<file path="config.mk">
export PLATFORM = sky130hd
export DESIGN_NAME = burst_resp_expand
export DESIGN_NICKNAME = d
export VERILOG_FILES = /design/src/rtl/burst_resp_expand.sv
export SDC_FILE = /design/constraint.sdc
export NUM_CORES = 1
export LEC_CHECK = 0
export ABC_AREA = 1
export BUFFER_PORTS_ARGS = -buffer_cell sky130_fd_sc_hd__buf_2
export CORE_MARGIN = 5
export CORE_UTILIZATION = 45
export DETAILED_ROUTE_END_ITERATION = 10
export PLACE_DENSITY = 0.75
export SLEW_MARGIN = 25
export SYNTH_ARGS = -nofsm -noshare
export SYNTH_HDL_FRONTEND = slang
export SYNTH_SLANG_ARGS = --single-unit
</file>
<file path="constraint.sdc">
create_clock -name clk -period 2 [get_ports clk]
set_input_delay 0.1 -clock clk [delete_from_list [all_inputs] [get_ports clk]]
set_output_delay 0.1 -clock clk [all_outputs]
set_load 0.02 [all_outputs]
</file>
<file path="src/rtl/burst_resp_expand.sv">
// Write-response expander: pairs each burst-length entry with its single
// memory response and replays that response once per original request.
module burst_resp_expand #(
  parameter int BurstLenWidth = 8,
  parameter int RespWidth     = 2
) (
  input  logic                     clk,
  input  logic                     rst,
  input  logic [BurstLenWidth-1:0] burst_len_dout,
  input  logic                     burst_len_empty_n,
  output logic                     burst_len_read,
  input  logic [RespWidth-1:0]     bresp_dout,
  input  logic                     bresp_empty_n,
  output logic                     bresp_read,
  output logic [RespWidth-1:0]     resp_din,
  input  logic                     resp_full_n,
  output logic                     resp_write,
  output logic                     error
);

  typedef enum logic {
    IDLE,
    EMIT
  } state_t;

  localparam logic [BurstLenWidth-1:0] One = 1;

  state_t                   state, state_d;
  logic [BurstLenWidth-1:0] remaining, remaining_d;
  logic [RespWidth-1:0]     resp_q, resp_q_d;
  logic                     error_q, error_d;

  logic busy;
  logic take;
  logic wr;
  logic last_emit;

  assign busy      = (state == EMIT);
  assign wr        = busy && resp_full_n && !rst;
  assign last_emit = wr && (remaining == '0);
  assign take      = !rst && burst_len_empty_n && bresp_empty_n
                     && (!busy || last_emit);

  assign burst_len_read = take;
  assign bresp_read     = take;
  assign resp_write     = wr;
  assign resp_din       = resp_q;
  assign error          = error_q;

  always_ff @(posedge clk) begin
    if (rst) begin
      state     <= IDLE;
      remaining <= '0;
      resp_q    <= '0;
      error_q   <= 1'b0;
    end else begin
      state     <= state_d;
      remaining <= remaining_d;
      resp_q    <= resp_q_d;
      error_q   <= error_d;
    end
  end

  // A pop on the final beat reloads in place so bursts stay contiguous.
  always_comb begin
    state_d     = state;
    remaining_d = remaining;
    resp_q_d    = resp_q;
    error_d     = error_q;
    if (take) begin
      state_d     = EMIT;
      remaining_d = burst_len_dout;
      resp_q_d    = bresp_dout;
      if (bresp_dout != '0) error_d = 1'b1;
    end else if (last_emit) begin
      state_d = IDLE;
    end else if (wr && (remaining != '0)) begin
      remaining_d = remaining - One;
    end
  end

endmodule

</file>
Word-level counts from Yosys, hierarchy flattened
Cells that the tools add are included.
- bits in registers: 12
- input port bits: 15
- output and inout bits: 6
- logic and storage cells: 28
- $add $sub $neg: 1
- eq/ne operators: 1
- multiplexer cells: 5
- reduce and logical (&&, ||, !) cells: 17
- operators by type and width (kind ; number):
    $mux W8 ; 3
    $logic_not A8 Y1 ; 1
    $reduce_bool A8 Y1 ; 1
    $sub A8 B1 Y8 const B ; 1
    $logic_and A1 B1 Y1 ; 7
    $reduce_bool A2 Y1 ; 3
    $reduce_and A2 Y1 ; 2
    $logic_not A1 Y1 ; 2
    $mux W1 ; 2
    $ne A2 B2 Y1 const B ; 1
    $logic_or A1 B1 Y1 ; 1

Longest topological paths before layout
- depth after elaboration: 7
- depth in mapped cells: 10

Least setup slack after synthesis
No wires, ideal clock.
- path kind: register to output
- start: register remaining[0]
- end: output burst_len_read
- arrival: 1.404 ns
- data required time: 1.900 ns
- setup slack: 0.496 ns
- stages on the path, launching flop included: 10
- buffers on the path: 1
- path through: dfxtp_1 inv_1 ha_1 nand2_2 nor2_4 nand3_2 nand2_4 nand2_8 inv_2 buf_4
- longest elaborated chain between the ends: 4
- RTL lines (item ; RTL line ; RTL):
    start, declared ; 29 ; logic [BurstLenWidth-1:0] remaining, remaining_d;
    start signal, assigned ; 58 ; remaining <= remaining_d;
    $logic_not A8 Y1 ; 40 ; assign last_emit = wr && (remaining == '0);
    $logic_and A1 B1 Y1 ; 40 ;
    $logic_or A1 B1 Y1 ; 42 ; && (!busy || last_emit);
    $logic_and A1 B1 Y1 ; 42 ;
    end, declared ; 11 ; output logic burst_len_read,
No other way between the ends.

Worst setup path after layout
Same ends and word-level chain as after synthesis.

==> impl_results.md <==
* Final Skew at 3.94 ps
* Commonest non-fill, non-tap cell in the layout: nand2_1
* I/O pin count at 21
* CTS max path bufs at 2
* Starting DRT DRC Count at 8
* WHS Path Cells at 3
* Syn Nets at 134
* Outcome: completed
* Total CTS buffers at 3
* Post-CTS Setup Bufs at 0
* Placer Congestion at 0.916
* I/O Buffers at 20
* Slew Viols, Final at 0
* Hold buffers post-CTS at 0
* Most frequent cells in the layout: nand2_1, buf_2, inv_1
* Clock period minus worst slack at 1900 ps
* Die Y at 52.7 um
* Layout area overhead at 17.3%
* Root Buffer: clkbuf_4
* CP arrival at 1800 ps
* Distinct cells, synth at 24
* Detailed Routing Iterations Pass 1 at 4
* Clk_lat worst skew at 270 ps
* Via density per instance at 5.01
* Max_slew headroom at 0.636
* Post-Layout Cell Count at 164
* Die X at 52.7 um
* Post-synthesis cell count at 118
* Worst hold path type: in2reg
* Initial core utilization at 0.475
* WP data required at 1900 ps
* Total Nets Final at 156
* H-tree depth at 1
* CTS tree: done
* Reg2Reg Depth at 10
* Leak at 0.000446 uW
* Setup crit start kind: flop
* Power per cell area at 659 mW/mm2
* FP Rows at 15
* Vias in the first global route at 742
* Mapped Avg Cell Area at 6.95 um2
* FMAX at 527 MHz
* Via count at 821
* # resized after CTS at 0
* Post-synthesis sequential area ratio at 0.293
* Routed Antenna Nets at 0
* Max Cap Viol at 0
* CP Class: reg2out
* Warnings from Yosys at 0
* Tot GR Track Use at 0.142
* Cell count after placement at 160
* RSZ-0062 raised after global routing: false
* CP max FO at 17
* Fin crit share at 0.949
* Worst-path clk slew at 80 ps
* CTS sink count at 12
* Final setup violation count at 0
* #FFs+latches synth at 12
* Core Area at 0.00173 mm2
* Largest net degree at the start of global routing at 18
* Global-route wire length before repair at 2.96 mm
* Crit. End Element: primary output
* Fraction of layout cells with a size suffix above 1 at 0.266
* # diodes at 0
* Final Hold Viols at 0
* Post-route DRC at 0
* Drt wl/cell at 11.5 um
* Max VDD drop at 0.426 mV
* Total grt overflow at 0
* DIE AREA at 0.00277 mm2
* Initial antenna violation count at 0
* Mapped Area at 820 um2
* Total negative slack at 0 ps
* # fillers at 183
* Aggregate routed wire length at 1.89 mm
* Worst Tran Pin Value at 542 ps
* DP HPWL at 1.48 mm
## worst paths after layout
check	from	endpoint	slack [ps]
min reg2reg	error	error	460
max	remaining[0]	burst_len_read	100
min	bresp_dout[0]	resp_din[0]	80
max reg2reg	remaining[0]	error	390
## synth_stat cells
cell      number  area [um2]
a21boi_4       1        18.8
a21oi_1       11        55.1
buf_4          1        7.51
buf_8          1        15.0
clkbuf_1       1        3.75
dfxtp_1       12         240
ha_1           1        12.5
inv_1         14        52.6
inv_2          2        7.51
nand2_1       31         116
nand2_2        2        12.5
nand2_4        1        11.3
nand2_8        1        20.0
nand3_1       13        65.1
nand3_2        2        20.0
nand3b_1       5        37.5
nand4_1        1        6.26
nor2_1         5        18.8
nor2_4         3        33.8
nor3_1         1        5.00
o21ai_0        3        15.0
o21ai_1        2        10.0
o21ai_2        1        8.76
xor2_1         3        26.3
## cells by family after synthesis
logic type | share of synthesized area
buffers and inverters | 0.105
AOI/OAI and AO/OA | 0.131
adders and majority gates | 0.0153
and+or+nand+nor | 0.423
xor gates and xnor gates | 0.0321
DFF | 0.293
## per-stage QoR
step	instance area, um2	setup slack, ps	total power [uW]	util	hold slack (ps)
6_report	961	101	633	0.557	84.9
5_1_grt	961	10.1	672	0.557	88.6
4_1_cts	961	95.9	638	0.557	80.7
3_5_place_dp	925	403	448	0.536	370
3_3_place_gp	925	468	441	0.536	369
2_1_floorplan	820	496	406	-	214
## area by class of cell
class / instances / area [um2] / share of cell area
clock buffer: 4 / 36.3 / 0.0378
timing repair buffer: 20 / 100 / 0.104
inverter: 16 / 60.1 / 0.0625
sequential: 12 / 240 / 0.250
multi-input combinational: 87 / 493 / 0.513
tap: 25 / 31.3 / 0.0326
## state kept, by name, summed over array words and instances (netlist names)
signal	flops
remaining	8
resp_din	2
error	1
busy	1
## worst max-delay path, stage by stage, from the launching register on
cell and delay [ps]:
dfxtp_1 310, inv_1 90, ha_1 240, nand2_2 100, nor2_4 150, nand3_2 110
nand2_4 140, nand2_8 110, inv_2 100, buf_2 170
## routing by layer
layer,vias to the layer above,routed length (um),track usage
met4,0,31,0.0681
li1,420,-,-
met1,371,824,0.161
met5,-,0,0
met3,6,86,0.0228
met2,24,942,0.252
## power by group
group          switching, uW  internal (uW)  leakage, uW
clock network           81.6            111    0.0000210
registers               13.5            253    0.0000980
logic                    109           65.0     0.000327
total                    204            429     0.000446
(Power assumes the default switching activity.)
